`config.mk`:
```
export PLATFORM = sky130hd
export DESIGN_NAME = angle_uart_packer
export DESIGN_NICKNAME = d
export VERILOG_FILES = /design/src/rtl/angle_uart_packer.sv
export SDC_FILE = /design/constraint.sdc
export NUM_CORES = 1
export LEC_CHECK = 0
export CORE_AREA = 5 5 75 145
export DETAILED_ROUTE_END_ITERATION = 16
export DIE_AREA = 0 0 80 150
export GPL_TIMING_DRIVEN = 0
export HOLD_SLACK_MARGIN = 0.02
export PLACE_DENSITY = 0.78
export SYNTH_ARGS = -nofsm -noshare
export SYNTH_HDL_FRONTEND = slang
export SYNTH_SLANG_ARGS = --single-unit
```
`constraint.sdc`:
```
create_clock -name clk -period 4.2 [get_ports clk]
set_clock_uncertainty 0.2 [all_clocks]
set_input_delay 0.42 -clock clk [delete_from_list [all_inputs] [get_ports clk]]
set_output_delay 0.42 -clock clk [all_outputs]
set_load 0.05 [all_outputs]
```
`src/rtl/angle_uart_packer.sv`:
```
// rtl/angle_uart_packer.sv - periodic angle packet (0xAA, angle_z, angle_x[, checksum]) over an 8N1 UART; checksum byte enabled by `define ANGLE_CHECKSUM_EN
module angle_uart_packer #(
    parameter int CLK_FREQ    = 50_000_000,
    parameter int BAUD        = 115200,
    parameter int SEND_PERIOD = 25_000_000
) (
    input  logic        clk,
    input  logic        rst_n,
    input  logic [10:0] x_coor,
    input  logic [9:0]  y_coor,
    input  logic        coor_valid_flag,
    output logic        uart_tx,
    output logic        busy,
    output logic        pkt_done
);

    localparam int BAUD_DIV = CLK_FREQ / BAUD;
    localparam int PW       = $clog2(SEND_PERIOD + 1);
    localparam int BW       = $clog2(BAUD_DIV + 1);

`ifdef ANGLE_CHECKSUM_EN
    localparam logic [1:0] LAST_BYTE = 2'd3;
`else
    localparam logic [1:0] LAST_BYTE = 2'd2;
`endif

    typedef enum logic [2:0] {IDLE, CALC, SEND_START, SEND_DATA, SEND_STOP} state_t;

    state_t          state;
    logic [PW-1:0]   period_cnt;
    logic            tick;
    logic [10:0]     hold_x;
    logic [9:0]      hold_y;
    logic            have_data;
    logic [10:0]     snap_x;
    logic [9:0]      div_dvd;
    logic [4:0]      div_rem;
    logic [6:0]      quot;
    logic [3:0]      calc_cnt;
    logic [BW-1:0]   baud_cnt;
    logic            baud_end;
    logic [2:0]      bit_idx;
    logic [1:0]      byte_idx;
    logic            fin;
    logic [6:0]      angle_z;
    logic [6:0]      angle_x;
    logic [5:0]      div_trial;
    logic [5:0]      div_diff;
    logic            div_ge;
    logic [7:0]      tx_byte;
    logic            line;
`ifdef ANGLE_CHECKSUM_EN
    logic [7:0]      checksum;
`endif

    assign tick     = (period_cnt == PW'(SEND_PERIOD - 1));
    assign baud_end = (baud_cnt == BW'(BAUD_DIV - 1));

    // 56/1024 scaling of the column; the 17-bit product cannot overflow for an 11-bit x
    assign angle_z = 7'(({6'b0, snap_x} * 17'd56) >> 10);
    // quotient never exceeds 56, so only the low 7 bits of the 10-bit quotient are kept
    assign angle_x = quot;

    // one restoring-division step: shift in the next dividend bit, subtract 18 if it fits
    assign div_trial = {div_rem, div_dvd[9]};
    assign div_diff  = div_trial - 6'd18;
    assign div_ge    = (div_trial >= 6'd18);

`ifdef ANGLE_CHECKSUM_EN
    assign checksum = 8'hAA + {1'b0, angle_z} + {1'b0, angle_x};
`endif

    // select the byte currently on the wire
    always_comb begin
        tx_byte = 8'hAA;
        case (byte_idx)
            2'd1:    tx_byte = {1'b0, angle_z};
            2'd2:    tx_byte = {1'b0, angle_x};
`ifdef ANGLE_CHECKSUM_EN
            2'd3:    tx_byte = checksum;
`endif
            default: tx_byte = 8'hAA;
        endcase
    end

    // serial line level implied by the current state; registered into uart_tx one clock later
    always_comb begin
        line = 1'b1;
        case (state)
            SEND_START: line = 1'b0;
            SEND_DATA:  line = tx_byte[bit_idx];
            default:    line = 1'b1;
        endcase
    end

    // free-running packet-start period counter
    always_ff @(posedge clk or negedge rst_n) begin
        if (!rst_n) begin
            period_cnt <= '0;
        end else if (tick) begin
            period_cnt <= '0;
        end else begin
            period_cnt <= period_cnt + 1'b1;
        end
    end

    // coordinate hold registers, refreshed on every strobe even mid-packet
    always_ff @(posedge clk or negedge rst_n) begin
        if (!rst_n) begin
            hold_x    <= '0;
            hold_y    <= '0;
            have_data <= 1'b0;
        end else if (coor_valid_flag) begin
            hold_x    <= x_coor;
            hold_y    <= y_coor;
            have_data <= 1'b1;
        end
    end

    // packet sequencer: snapshot, 10-clock divide, then serialise the bytes back-to-back
    always_ff @(posedge clk or negedge rst_n) begin
        if (!rst_n) begin
            state    <= IDLE;
            snap_x   <= '0;
            div_dvd  <= '0;
            div_rem  <= '0;
            quot     <= '0;
            calc_cnt <= '0;
            baud_cnt <= '0;
            bit_idx  <= '0;
            byte_idx <= '0;
            fin      <= 1'b0;
            busy     <= 1'b0;
            pkt_done <= 1'b0;
            uart_tx  <= 1'b1;
        end else begin
            uart_tx  <= line;
            pkt_done <= 1'b0;
            // the last stop bit leaves uart_tx one clock after the FSM reaches IDLE
            if (fin) begin
                fin      <= 1'b0;
                busy     <= 1'b0;
                pkt_done <= 1'b1;
            end
            case (state)
                IDLE: begin
                    if (tick && have_data) begin
                        state    <= CALC;
                        snap_x   <= coor_valid_flag ? x_coor : hold_x;
                        div_dvd  <= coor_valid_flag ? y_coor : hold_y;
                        div_rem  <= '0;
                        quot     <= '0;
                        calc_cnt <= '0;
                        busy     <= 1'b1;
                    end
                end
                CALC: begin
                    div_rem  <= div_ge ? div_diff[4:0] : div_trial[4:0];
                    div_dvd  <= {div_dvd[8:0], 1'b0};
                    quot     <= {quot[5:0], div_ge};
                    calc_cnt <= calc_cnt + 1'b1;
                    if (calc_cnt == 4'd9) begin
                        state    <= SEND_START;
                        baud_cnt <= '0;
                        byte_idx <= '0;
                    end
                end
                SEND_START: begin
                    if (baud_end) begin
                        baud_cnt <= '0;
                        bit_idx  <= '0;
                        state    <= SEND_DATA;
                    end else begin
                        baud_cnt <= baud_cnt + 1'b1;
                    end
                end
                SEND_DATA: begin
                    if (baud_end) begin
                        baud_cnt <= '0;
                        if (bit_idx == 3'd7) begin
                            state <= SEND_STOP;
                        end else begin
                            bit_idx <= bit_idx + 1'b1;
                        end
                    end else begin
                        baud_cnt <= baud_cnt + 1'b1;
                    end
                end
                SEND_STOP: begin
                    if (baud_end) begin
                        baud_cnt <= '0;
                        if (byte_idx == LAST_BYTE) begin
                            state <= IDLE;
                            fin   <= 1'b1;
                        end else begin
                            byte_idx <= byte_idx + 1'b1;
                            state    <= SEND_START;
                        end
                    end else begin
                        baud_cnt <= baud_cnt + 1'b1;
                    end
                end
                default: state <= IDLE;
            endcase
        end
    end

endmodule

```
* Word level (Yosys, flattened, before mapping) *
Cells that the tools add are included.
Widths: inputs -> output; s select.

word-level totals
  output and inout port bits = 3
  register bits after elaboration = 105
  word-level logic and storage cells = 99
  input port bits = 24

operators by class
  magnitude comparators = 2
  equality and inequality tests = 18
  add/sub/neg operators = 6
  $mul = 1
  reductions and logical operators = 13
  mux-type cells = 42

operator list
  kind                   count
  $mux 3                 9
  $add 25x1->25 const B  1
  $eq 25x25->1 const B   1
  $mux 25                1
  $mux 10                2
  $pmux 10 s2            1
  $mux 9                 2
  $pmux 9 s2             1
  $ne 2x2->1 const B     8
  $pmux 8 s2             1
  $pmux 3 s5             1
  $mul 11x3->14 const B  1
  $pmux 7 s2             1
  $mux 11                1
  $mux 5                 2
  $pmux 5 s2             1
  $add 9x1->9 const B    1
  $eq 9x9->1 const B     1
  $mux 1                 8
  $mux 2                 4
  $pmux 4 s2             1
  $reduce_and 4->1       2
  $reduce_bool 2->1      4
  $mux 7                 1
  other kinds (22)       26

* Depth between registers and ports, before layout *
  depth after elaboration = 5
  mapped depth = 10

* Least setup slack after synthesis *
Ideal clock, no wire load.

  kind = register to register
  from = reg snap_x[5]
  to = reg uart_tx
  required time = 3.902 ns
  data arrival time = 2.602 ns
  period minus slack after synthesis = 2.900 ns
  buffers on the path = 0
  stages on the path, launching flop included = 11
  library setup time = 0.098 ns
  setup slack = 1.300 ns
  cells stage by stage = dfrtp_1 -> inv_1 -> fa_1 -> inv_1 -> ha_1 -> a211oi_1 -> o21bai_1 -> o31ai_1 -> a21oi_1 -> a2111oi_0 -> o2111ai_1

on the way
  longest elaborated chain between the ends = 5

ends and longest elaborated chain
  element                       line  text
  start: declaration            35    logic [10:0] snap_x;
  start signal: assignment      149   snap_x <= coor_valid_flag ? x_coor : hold_x;
  $mul 11x3->14                 60    assign angle_z = 7'(({6'b0, snap_x} * 17'd56) >> 10);
  $pmux 8 s2                    76    case (byte_idx)
  $bmux 1 s3                    91    SEND_DATA: line = tx_byte[bit_idx];
  $mux 1 (implied by the code)  91
  $pmux 1 s2                    89    case (state)
  named net line                51    logic line;
  end signal: assignment        137   uart_tx <= line;
  end: declaration              12    output logic uart_tx,

The timed path passes the listed nets, and every way through them passes these cells. The select of a mux whose other input is x is not followed.
A chain may end at the register's enable or synchronous reset.

* Worst setup path in the final report *
  from = reg snap_x[2]
  to = reg uart_tx

The elaborated chain is that of the path after synthesis.

==> summary by stage <==
Status
The flow ran to the end, and the final reports show no timing, DRC or antenna violations.

Synthesis
During synthesis, Yosys emitted a total of 0 warnings. The synthesized cell area is 5592 um^2. The biggest area contributor in the post-synthesis netlist is dfrtp_1. The average instance area after synthesis is 10.20 um^2.

Counting every instance in the synthesized netlist gives 548. For this run, the register share of the synthesized area comes to 0.4701. The share of synthesized area in the top cell type comes to 0.4654.

Counting distinct cell types in the post-synthesis netlist gives 57. The flop and latch count out of synthesis is 105. Counting flops with a built-in enable in the synthesized netlist gives 0. Among all flip-flop cells after synthesis, the most frequent one is dfrtp_1. The async set-reset flop share out of synthesis is 1.000. After synthesis, the cell types taking the most area are dfrtp_1, mux2_2, ha_1.

The synthesized netlist net count is 604.

Critical path
The worst setup path is captured at a flip-flop. The cell at the slowest stage of the critical path is fa_1. The startpoint type of the worst setup path is a flip-flop. Traced cell by cell, the critical path runs through inv_1, fa_1, inv_1, ha_1, a21oi_1, a21oi_1, o31ai_1, a21oi_1, a2111oi_0, o2111ai_1. The largest fanout of any net on the critical path is 4. The delay of the slowest cell on the worst path is 0.54 ns. The worst register-to-register path has a depth of 10. The setup path with the least slack is of type reg2reg. At the worst endpoint, the required time is 4.24 ns. The cell with the most instances on the worst path is a21oi_1. The data arrival time of the critical path is 3.51 ns.

Power
The share of total power dissipated in combinational logic is 0.039. The cell-internal power is 1555 uW. The completed layout was analyzed and its total power is 1971 uW. The register share of total power is 0.525. The static leakage power is 0.002869 uW. For this design the ratio of total power to cell area is 310.1 nW/um^2. The worst voltage drop across the vdd grid is 0.2096 mV.

The share of total power dissipated in the clock network is 0.436. The switching share of power is 0.2109. For this design the total switching power over the nets is 415.6 uW.

GRT
The number of global-route vias before repair is 4493. The first global-routing pass estimated 20000 um of wire. The maximum number of pins on one net before global-route repair is 76.

The initial antenna violation count is 0. The all-layer global routing usage is 0.2109. After global routing the overflow that remains totals 0.

Finish
The area of all placed cells without fillers is 6356 um^2. Compared with the post-synthesis result, the final layout area differs by 13.67%. The layout net count is 643. The commonest non-fill, non-tap cell in the layout is dfrtp_1. The library cells used most frequently in the layout, excluding fill and tap cells, are dfrtp_1, nand2_1, nor2_1, nand3_1, mux2_2. Of the cells placed in the final design, the portion with a size suffix greater than 1 is 0.1030. The number of antenna diodes in the final layout is 0.

Clocking
The clock latency on the worst-skew pair is 0.35 ns. The level count of the clock H-tree is 3. The root buffer selected by CTS is clkbuf_16. The TritonCTS buffer count is 9.

The post-cts sizing count is 0. In this run the deepest clock path goes through 2 buffers. The CTS tree is done. Counting every sink on the clock net gives 105.

After clock tree synthesis, the clock-pin slew on the worst setup and hold paths is 0.07 ns.

Timing
Setup violations remaining at the end of the flow were counted as 0. The worst-case setup margin in the final layout is 0.7227 ns. Setup repair after global routing left no endpoint under its margin.

Subtracting the final worst setup slack from the clock period gives 3.477 ns. The headroom to the max-slew limit is 0.3957. The final critical-path share of the clock period is 0.8279. The maximum clock frequency is 287.6 MHz. The post-route setup TNS is 0 ns.

The final count of hold timing violations was 0. The worst-case hold slack is 0.1876 ns. The number of pins exceeding their max-slew limit in the final report is 0. The transition at the pin with the smallest max-transition slack is 0.9045 ns.

Placement
The total of buffers placed on input and output ports is 26. The HPWL after detailed placement is 8578 um. OpenSTA, run right after detailed placement, puts the worst setup slack at 0.7095 ns.

The total placed instance area is 6042 um^2. The final estimated routing congestion in global placement is 0.9283.

Job
The tool flagged a number of max-cap violations equal to 0.

Die
The I/O pin count is 27. The die boundary width is 80 um. The starting utilization of the core area is 0.5765. The die covers 12000 um^2.

The core region area is 9699 um^2. In this run the core area contains 51 standard-cell rows. The overall die height is 150 um.

Routing
For this run, design rule violations remaining after detail routing come to 0. After detailed routing, the number of vias per cell comes to 5.729. The final antenna-violating net count is 0. The number of detailed-route iterations in the first pass is 5. After the first detailed-routing iteration, the DRC count stood at 251. For this block, the routed nets add up to 11470 um of wire. The per-cell routed wire length is 15.84 um. The number of vias after detailed routing is 4148.

Min path
The worst hold-check path type is reg2reg. The depth of the worst hold-timing path is 0.
==> synth_stat cells, types with 3 or more instances <==
cell type	n
nand3_1	36
mux2_2	34
a211o_1	3
and2_1	3
o21ai_1	11
nor2b_1	6
nand2_1	65
ha_1	22
o21ai_0	29
fa_1	10
nor4_1	3
o22ai_1	3
or3_1	7
mux2i_1	12
o211ai_1	3
inv_1	29
dfrtp_1	104
nor3b_1	4
nor2_1	36
nand4_1	8
xor2_1	12
and3_1	9
xnor2_1	14
nor3_1	6
o31ai_1	4
or2_2	3
a21oi_1	18
o41ai_1	3
clkbuf_1	13
==> registers in the layout (all words and copies together) (netlist names), 2 cells and up <==
| register | cells |
|---|---|
| state | 3 |
| bit_idx | 3 |
| div_dvd | 10 |
| div_rem | 5 |
| byte_idx | 2 |
| hold_y | 10 |
| hold_x | 11 |
| period_cnt | 25 |
| angle_x | 7 |
| snap_x | 11 |
| calc_cnt | 4 |
| baud_cnt | 9 |
==> routing by layer <==
layer | wire (um) | global-route usage | up-vias
li1 | - | - | 1993
met1 | 4435 | 0.2352 | 2037
met2 | 6367 | 0.3841 | 93
met3 | 377 | 0.03795 | 25
met4 | 289 | 0.08883 | 0
met5 | 0 | 0 | -
==> power by group through the flow <==
stage                     registers, uW  logic, uW  clock network [uW]
after floorplan                    1050       28.0                   0
after global placement             1050       73.1                   0
after detailed placement           1060       78.9                   0
after CTS                          1040       79.6                 877
after global routing               1040       86.8                 915
final                              1040       77.1                 858
==> critical path, delay by kind of cell, from the launching register on <==
family                     cells  cell delay [ns]
adders and majority gates      2             0.85
AOI/OAI and AO/OA              6             1.78
buffers and inverters          2             0.15
DFF                            1             0.39
==> metrics by stage <==
| step | instances | util |
|---|---|---|
| finish | 724 | 0.6553 |
| global route | 724 | 0.6553 |
| CTS | 724 | 0.6553 |
| detailed placement | 707 | 0.6229 |
| global placement | 706 | 0.6204 |
| floorplan | 548 | - |
==> logic make-up (layout without fill, tap and decap cells) <==
| logic type | after synthesis | in the layout | synth area share |
|---|---|---|---|
| mux | 46 | 46 | 0.08995 |
| xor+xnor | 26 | 26 | 0.04073 |
| buf+inv | 48 | 92 | 0.03871 |
| compound gates | 93 | 93 | 0.1018 |
| flops | 105 | 105 | 0.4701 |
| simple gates | 198 | 198 | 0.1736 |
| fa+ha+maj | 32 | 32 | 0.08503 |
==> layout make-up <==
cell class	count	area (um^2)
plain buffers	19	107.6
clock buffers	11	242.7
clock inverters	5	61.31
fillers	789	3343
inverters	29	108.9
multi-input cells	395	2746
flip-flops and latches	105	2629
well taps	132	165.2
repair buffers	28	295.3
==> final timing paths <==
path | startpoint | end | slack, ns
min in group asynchronous | rst_n | hold_y[6]$_DFF_PN0_ | 0.34
worst max register to register | snap_x[2]$_DFFE_PN0P_ | uart_tx$_DFF_PN1_ | 0.72
worst min register to register | fin$_DFF_PN0_ | pkt_done$_DFF_PN0_ | 0.19
max in group asynchronous | rst_n | uart_tx$_DFF_PN1_ | 2.73
worst min-delay path | fin$_DFF_PN0_ | pkt_done$_DFF_PN0_ | 0.19
worst max-delay path | snap_x[2]$_DFFE_PN0P_ | uart_tx$_DFF_PN1_ | 0.72
==> what timing repair did <==
| item | CTS | global route |
|---|---|---|
| endpoints found under the hold margin | 30 | 0 |
| hold buffers | 1 | 0 |
| buffers inserted | 0 | 0 |
(Power assumes the default switching activity.)
